<file path="src/rtl/compuertas_param_seq.sv">
// Registered, parametrised gate block: eight bitwise ops over WIDTH-bit operands.
// Direct mode gives one result per beat. Accumulate mode folds a burst into one result.
// Both sides use valid/ready handshakes.

// One bit of the gate datapath: z = f(x, y) for the selected op.
module compuertasLane (
    input  logic       x,
    input  logic       y,
    input  logic [2:0] op,
    output logic       z
);
    // Bitwise op select; NOT and PASS ignore y.
    always_comb begin
        z = 1'b0;
        unique case (op)
            3'd0: z = x & y;
            3'd1: z = x | y;
            3'd2: z = ~x;
            3'd3: z = ~(x & y);
            3'd4: z = ~(x | y);
            3'd5: z = x ^ y;
            3'd6: z = ~(x ^ y);
            3'd7: z = x;
            default: z = 1'b0;
        endcase
    end
endmodule

module compuertas_param_seq #(
    parameter int WIDTH = 8,
    parameter int CNT_W = 8
) (
    input  logic             clk,
    input  logic             rst,
    input  logic             in_valid,
    output logic             in_ready,
    input  logic [WIDTH-1:0] in_a,
    input  logic [WIDTH-1:0] in_b,
    input  logic [2:0]       in_op,
    input  logic             in_acc,
    input  logic             in_first,
    input  logic             in_last,
    output logic             out_valid,
    input  logic             out_ready,
    output logic [WIDTH-1:0] out_data,
    output logic             out_parity,
    output logic [CNT_W-1:0] out_count,
    output logic             abort
);
    typedef enum logic {IDLE, ACCUM} state_t;

    state_t           state, stateNext;
    logic [WIDTH-1:0] acc, accNext;
    logic [CNT_W-1:0] cnt, cntNext;
    logic [WIDTH-1:0] opX, opY, opRes;
    logic [WIDTH-1:0] emitData;
    logic [CNT_W-1:0] emitCount;
    logic             emit, abortNext, accept;

    // The output register is free, or is being drained this cycle.
    assign in_ready = !out_valid || out_ready;
    assign accept   = in_valid && in_ready;

    // One gate datapath is shared by both modes: direct uses (a, b); folding uses (acc, a).
    assign opX = in_acc ? acc  : in_a;
    assign opY = in_acc ? in_a : in_b;

    for (genvar i = 0; i < WIDTH; i++) begin : gLane
        compuertasLane uLane (.x(opX[i]), .y(opY[i]), .op(in_op), .z(opRes[i]));
    end

    // Next-state, accumulator and emit decode for an accepted beat.
    always_comb begin
        stateNext = state;
        accNext   = acc;
        cntNext   = cnt;
        emit      = 1'b0;
        emitData  = '0;
        emitCount = '0;
        abortNext = 1'b0;
        if (accept) begin
            if (!in_acc) begin
                // A direct beat always emits; it kills any open burst.
                emit      = 1'b1;
                emitData  = opRes;
                emitCount = CNT_W'(1);
                abortNext = (state == ACCUM);
                stateNext = IDLE;
            end else if (state == IDLE || in_first) begin
                // Seeding beat. In IDLE every beat seeds, whatever in_first says.
                abortNext = (state == ACCUM);
                accNext   = in_a;
                cntNext   = CNT_W'(1);
                if (in_last) begin
                    emit      = 1'b1;
                    emitData  = in_a;
                    emitCount = CNT_W'(1);
                    stateNext = IDLE;
                end else begin
                    stateNext = ACCUM;
                end
            end else begin
                // Fold into the open burst. The count sticks at all-ones.
                accNext = opRes;
                cntNext = (cnt == '1) ? cnt : cnt + CNT_W'(1);
                if (in_last) begin
                    emit      = 1'b1;
                    emitData  = opRes;
                    emitCount = cntNext;
                    stateNext = IDLE;
                end
            end
        end
    end

    // Burst state and accumulator. Reset drops an open burst without an abort pulse.
    always_ff @(posedge clk) begin
        if (rst) begin
            state <= IDLE;
            acc   <= '0;
            cnt   <= '0;
        end else begin
            state <= stateNext;
            acc   <= accNext;
            cnt   <= cntNext;
        end
    end

    // Output register. It holds while stalled and clears valid once consumed.
    always_ff @(posedge clk) begin
        if (rst) begin
            out_valid  <= 1'b0;
            out_data   <= '0;
            out_parity <= 1'b0;
            out_count  <= '0;
            abort      <= 1'b0;
        end else begin
            abort <= abortNext;
            if (emit) begin
                out_valid  <= 1'b1;
                out_data   <= emitData;
                out_parity <= ^emitData;
                out_count  <= emitCount;
            end else if (out_valid && out_ready) begin
                out_valid <= 1'b0;
            end
        end
    end
endmodule
</file>
<file path="config.mk">
export PLATFORM = sky130hd
export DESIGN_NAME = compuertas_param_seq
export DESIGN_NICKNAME = d
export VERILOG_FILES = /design/src/rtl/compuertas_param_seq.sv
export SDC_FILE = /design/constraint.sdc
export NUM_CORES = 1
export LEC_CHECK = 0
export BUFFER_PORTS_ARGS = -buffer_cell sky130_fd_sc_hd__buf_2
export CAP_MARGIN = 20
export CORE_UTILIZATION = 53
export CTS_BUF_LIST = sky130_fd_sc_hd__clkbuf_2 sky130_fd_sc_hd__clkbuf_4 sky130_fd_sc_hd__clkbuf_8
export CTS_CLUSTER_DIAMETER = 100
export DETAILED_ROUTE_END_ITERATION = 6
export PLACE_DENSITY = 0.82
export SLEW_MARGIN = 20
export SYNTH_ARGS = -nofsm -noshare
export SYNTH_HDL_FRONTEND = slang
export SYNTH_SLANG_ARGS = --single-unit
</file>
<file path="constraint.sdc">
create_clock -name clk -period 2.9 [get_ports clk]
set_clock_uncertainty 0.1 [all_clocks]
set_input_delay 0.29 -clock clk [delete_from_list [all_inputs] [get_ports clk]]
set_output_delay 0.29 -clock clk [all_outputs]
set_load 0.02 [all_outputs]
</file>
== Yosys cells after proc, flatten, opt, wreduce, memory -nomap -nowiden ==
Index checks and enable logic that the tools add are counted.

* Logic and storage cells: 121
* Register bits after elaboration: 36
* Output and inout port bits: 20
* Input bits: 26

* Bitwise logic cells: 58
* Reduce and logical (&&, ||, !) cells: 11
* Add/subtract/negate cells: 1
* Mux-type cells: 34
* Equality and inequality tests: 9

{| class="wikitable"
|+ Operators by type and width
! operator !! count
|-
| 8-bit two-way mux || 14
|-
| 1-bit one-hot mux with 8 select lines || 8
|-
| 1-bit NOT || 34
|-
| 3-bit == test (second input constant) || 4
|-
| 1-bit two-way mux || 12
|-
| 8-bit by 1-bit adder with 8-bit output (second input constant) || 1
|-
| 1-bit bitwise AND || 8
|-
| 8-bit == test (second input constant) || 1
|-
| 1-bit OR || 8
|-
| 8-bit XOR reduction || 1
|-
| 1-bit bitwise XOR || 8
|-
| 3-bit by 2-bit == test with 1-bit output (second input constant) || 2
|-
| 2-bit AND reduction || 2
|-
| 3-bit by 1-bit == test with 1-bit output (second input constant) || 1
|-
| 3-bit logical NOT || 1
|-
| 3-bit by 1-bit inequality test with 1-bit output (second input constant) || 1
|-
| 1-bit logical AND || 2
|-
| 1-bit logical OR || 2
|-
| 2-bit nonzero test || 1
|-
| 2-bit OR reduction || 1
|-
| 1-bit logical NOT || 1
|}

== Longest topological paths before layout ==
* Depth in word-level cells: 9
* Mapped depth: 14
* Mapped depth without buffers: 11

== Modules after synthesis ==
From an unflattened synthesis, not the netlist that was laid out.

* Cell total of the unflattened synthesis: 320
* Area, all modules: 2,802.7 sq um

{| class="wikitable"
|+ Modules (own cells, without submodules)
! module !! sequential area each (sq um) !! cells each !! area each (sq um) !! times used
|-
| compuertas_param_seq || 720.7 || 240 || 2,001.9 || 1
|-
| compuertasLane || 0.0 || 10 || 100.1 || 8
|}

== Worst setup path before layout ==
No wires, ideal clock.

* Path kind: input-to-reg
* Start point: in in_acc
* End point: reg out_parity
* Path buffers: 3
* Path slack: -0.221 ns
* Setup time: 0.079 ns
* Stages: 13
* Required time: 2.721 ns
* Arrival time: 2.942 ns
* Cell sequence: buf_6 buf_6 buf_1 mux2i_1 ha_1 mux2i_1 a311oi_1 o32ai_2 xor2_1 nand2b_1 o221a_2 xor2_1 a211oi_2

* Word-level cells in the longest chain between the ends: 9
* Elaborated cells between the ends (all ways): 73
* Classes of those cells: 16 x mux; 56 x bitwise; 1 x reduce/logical

{| class="wikitable"
|+ RTL lines
! element !! line !! RTL
|-
| from (decl) || 40 || <nowiki>input logic in_acc,</nowiki>
|-
| 8-bit two-way mux (on tied branches) || 65, 66 ||
|-
| 1-bit bitwise XOR (tied with other cells) || 21, 22 ||
|-
| 1-bit NOT (on tied branches) || 22, 19, 20 ||
|-
| 1-bit one-hot mux with 8 select lines || 15 || <nowiki>unique case (op)</nowiki>
|-
| 8-bit two-way mux || 106 || <nowiki>if (in_last) begin</nowiki>
|-
| 8-bit two-way mux || 89 || <nowiki>end else if (state == IDLE || in_first) begin</nowiki>
|-
| 8-bit two-way mux || 82 || <nowiki>if (!in_acc) begin</nowiki>
|-
| 8-bit two-way mux || 81 || <nowiki>if (accept) begin</nowiki>
|-
| 8-bit XOR reduction || 142 || <nowiki>out_parity <= ^emitData;</nowiki>
|-
| to (signal assigned) || 142 ||
|-
| to (decl) || 46 || <nowiki>output logic out_parity,</nowiki>
|}

Several ways; a longest one is shown, not always the timed one.
A chain may end at the register's enable or synchronous reset.

== Worst setup path after layout ==
Ends and elaborated chain as after synthesis.

==> results.sh <==
export IMPL_status="completed"
export IMPL_synth_compound_gate_area_share_pct=24.6
export IMPL_pwr_share_comb_pct=32.8
export IMPL_synth_cell_types=53
export IMPL_io_pins=46
export IMPL_fin_ws_ns=0.183
export IMPL_p_sw_mw=0.445
export IMPL_holdCritStartpoint="in_valid"
export IMPL_gp_congestion=0.833
export IMPL_synth_top_cell_area_share_pct=25.5
export IMPL_cts_tree="built"
export IMPL_crit_arrival_ns=2.77
export IMPL_grt_usage_pct=26.2
export IMPL_cp_required_ns=2.95
export IMPL_crit_type="in -> reg"
export IMPL_detail_route_antenna_nets=0
export IMPL_ys_top_cells_by_area="dfxtp_1, nor2_1, ha_1"
export IMPL_ys_flop_type="dfxtp_1"
export IMPL_seqPwrFrac_pct=38.9
export IMPL_dieWidth_um=75.0
export IMPL_grt_pass1_vias=2566
export IMPL_vdd_drop_max_v=0.000326
export IMPL_place_area_mm2=0.00315
export IMPL_tightest_slew_ns=0.646
export IMPL_design_area_mm2=0.00325
export IMPL_antenna_found_initial=0
export IMPL_synth_top_family_by_area="compound AO/OA/AOI/OAI gates"
export IMPL_syn2layout_area_growth_pct=15.0
export IMPL_r2r_start="acc[2]"
export IMPL_internal_power_mw=0.927
export IMPL_rsz0062_at_grt="false"
export IMPL_netlist_instances=369
export IMPL_multi_input_area_mm2=0.00190
export IMPL_synth_xor_xnor_area_share_pct=4.03
export IMPL_cts_buffer_depth=2
export IMPL_total_leakage_power_nw=1.45
export IMPL_muxShareOfSynthArea_pct=8.95
export IMPL_p_sw_share_pct=32.4
export IMPL_syn_nets=412
export IMPL_grt_max_degree=37
export IMPL_drt_iter0_drc=161
export IMPL_htreeDepth=2
export IMPL_finalMaxSlewViolations=0
export IMPL_power_frac_clock_pct=28.4
export IMPL_clock_sinks=36
export IMPL_ctsRootBufferMaster="clkbuf_8"
export IMPL_initial_core_util_pct=55.3
export IMPL_synth_seq_area_share_pct=25.5
export IMPL_cts_buffers=5
export IMPL_drive_gt1_share_pct=20.6
export IMPL_postSynthAreaPerCell_um2=7.65
export IMPL_vias_per_cell=5.77
export IMPL_core_area_mm2=0.00511
export IMPL_timing_final_crit_period_ns=2.72
export IMPL_worstSetupEndpointType="register"
export IMPL_wl_per_cell_um=14.0
export IMPL_syn_area_mm2=0.00282
export IMPL_die_area_mm2=0.00562
export IMPL_post_dp_hpwl_um=5080
export IMPL_setup_violations=0
export IMPL_portBuffers=45
export IMPL_max_cap_violations=0
export IMPL_nets=455
export IMPL_critPathLaunchType="input pin"
export IMPL_yosysTopAreaCell="dfxtp_1"
export IMPL_fmax_mhz=368
export IMPL_crit_start="in_acc"
export IMPL_chipHeight_um=75.0
export IMPL_grt_pass1_wl_um=11300
export IMPL_area_sequential_um2=721
export IMPL_ys_seq_elements=36
export IMPL_synthAdderAreaFrac_pct=7.53
export IMPL_nFillCells=464
export IMPL_yosys_warnings=0
export IMPL_via_count=2780
export IMPL_pre_cts_ws_ns=-0.0596
export IMPL_insertion_delay_ns=0.29
export IMPL_clkTransAtPathRegs_ns=0.07
export IMPL_synth_edf_count=0
export IMPL_drc=0
export IMPL_cts_setup_buffers=0
export IMPL_synthSimpleGateAreaFrac_pct=22.0
export IMPL_post_cts_resized=0
export IMPL_grt_ovfl_total=0
export IMPL_crit_fanout=11
export IMPL_fin_crit_sh_pct=93.7
export IMPL_cts_hold_buf=0
export IMPL_drtPass1Iterations=5
export IMPL_placementRows=26
export IMPL_wirelength_um=6760
export IMPL_async_reset_ff_share_pct=0
export IMPL_n_antenna_cell=0
export IMPL_p_per_area_mw_per_mm2=422
export IMPL_relSlewSlack_pct=56.9
export IMPL_finalHoldViolCount=0
export IMPL_hp_class="in -> reg"
state kept, by name, indices dropped and copies added, names as in the netlist:
name	count
state	1
out_parity	1
abort	1
cnt	8
out_data	8
out_count	8
out_valid	1
acc	8
metal layers:
layer | global-route usage, % | vias to the layer above | wire, um
met3 | 4.42 | 8 | 374
met5 | 0 | - | 0
met1 | 32.9 | 1294 | 3010
li1 | - | 1394 | -
met2 | 45.9 | 84 | 3290
met4 | 7.97 | 0 | 76
cell usage after synthesis (2+ instances only):
cell and instances:
a211oi_1 4, a211oi_2 3, a21oi_1 18, a22oi_1 5, a311oi_1 8, a31oi_1 7, a32oi_1 3, and2_1 2
and3_1 4, buf_1 2, buf_2 7, buf_6 3, clkbuf_1 15, dfxtp_1 36, ha_1 17, inv_1 18
mux2_2 2, mux2i_1 18, mux2i_2 2, nand2_1 36, nand2b_1 10, nand3_1 5, nand3b_1 2, nor2_1 57
nor2b_1 7, nor3_1 9, o2111ai_1 2, o211ai_1 9, o21a_1 2, o21ai_0 16, o22ai_1 4, o32ai_2 3
or3_1 2, xnor2_1 7, xor2_1 6
placed cells by master (no fill, tap or decap), types with 4 or more instances in the layout:
master / n
o21ai_0: 16
dfxtp_1: 36
a311oi_1: 8
xor2_1: 6
buf_4: 17
nand2b_1: 10
nand3_1: 5
a21oi_1: 18
buf_2: 45
o22ai_1: 4
nand2_1: 36
and3_1: 4
clkbuf_8: 7
inv_1: 18
nor3_1: 9
a211oi_1: 4
a31oi_1: 7
a22oi_1: 5
o211ai_1: 9
ha_1: 17
nor2_1: 57
xnor2_1: 7
nor2b_1: 7
mux2i_1: 18
through the flow:
| stage | TNS, ns | instances | util [%] | hold slack [ns] | power (mW) |
|---|---|---|---|---|---|
| final | 0 | 482 | 63.6 | 0.171 | 1.37 |
| after global routing | 0 | 482 | 63.6 | 0.158 | 1.45 |
| after CTS | 0 | 482 | 63.6 | 0.161 | 1.38 |
| after detailed placement | -0.0596 | 475 | 61.7 | 0.347 | 0.990 |
| after global placement | 0 | 475 | 61.7 | 0.340 | 0.974 |
| after floorplan | 0 | 369 | - | 0.317 | 0.865 |
worst max-delay path, stage by stage:
cell      delay (ns)
buf_2           0.22
buf_12          0.19
mux2i_2         0.28
ha_1            0.28
nand2b_1        0.17
a211oi_1        0.29
or3_1           0.19
a21oi_1         0.07
o31ai_1         0.25
buf_4           0.15
xnor2_1         0.12
xor2_1          0.19
a211oi_2        0.09
kinds of logic (layout without fill, tap and decap cells):
| group | count (synthesis) | after routing |
|---|---|---|
| AO/OA/AOI/OAI | 95 | 95 |
| XOR/XNOR | 13 | 13 |
| adder cells (fa/ha/maj) | 17 | 17 |
| buffers and inverters | 47 | 90 |
| flip-flops | 36 | 36 |
| multiplexers | 23 | 23 |
| AND/OR/NAND/NOR | 138 | 138 |
final timing paths:
check	to	slack, ns	cells past startpoint
setup / recovery	out_parity	0.18	13
hold / removal	abort	0.17	3
setup reg to reg	out_parity	0.26	10
hold reg to reg	out_count[2]	0.35	2
cell type report:
class                      count  share of cell area, %
clock buffer                   7                   2.97
timing repair buffer          63                   11.5
inverter                      20                   2.31
multi-input combinational    286                   58.4
sequential                    36                   22.2
tap                           70                   2.70
power by group through the flow:
stage	Combinational, mW	Clock [mW]	Sequential, mW
2_1_floorplan	0.307	0	0.558
3_3_place_gp	0.431	0	0.543
3_5_place_dp	0.446	0	0.545
4_1_cts	0.448	0.396	0.533
5_1_grt	0.500	0.418	0.535
6_report	0.449	0.389	0.533
Note: power is estimated with default switching activity, not from simulation.
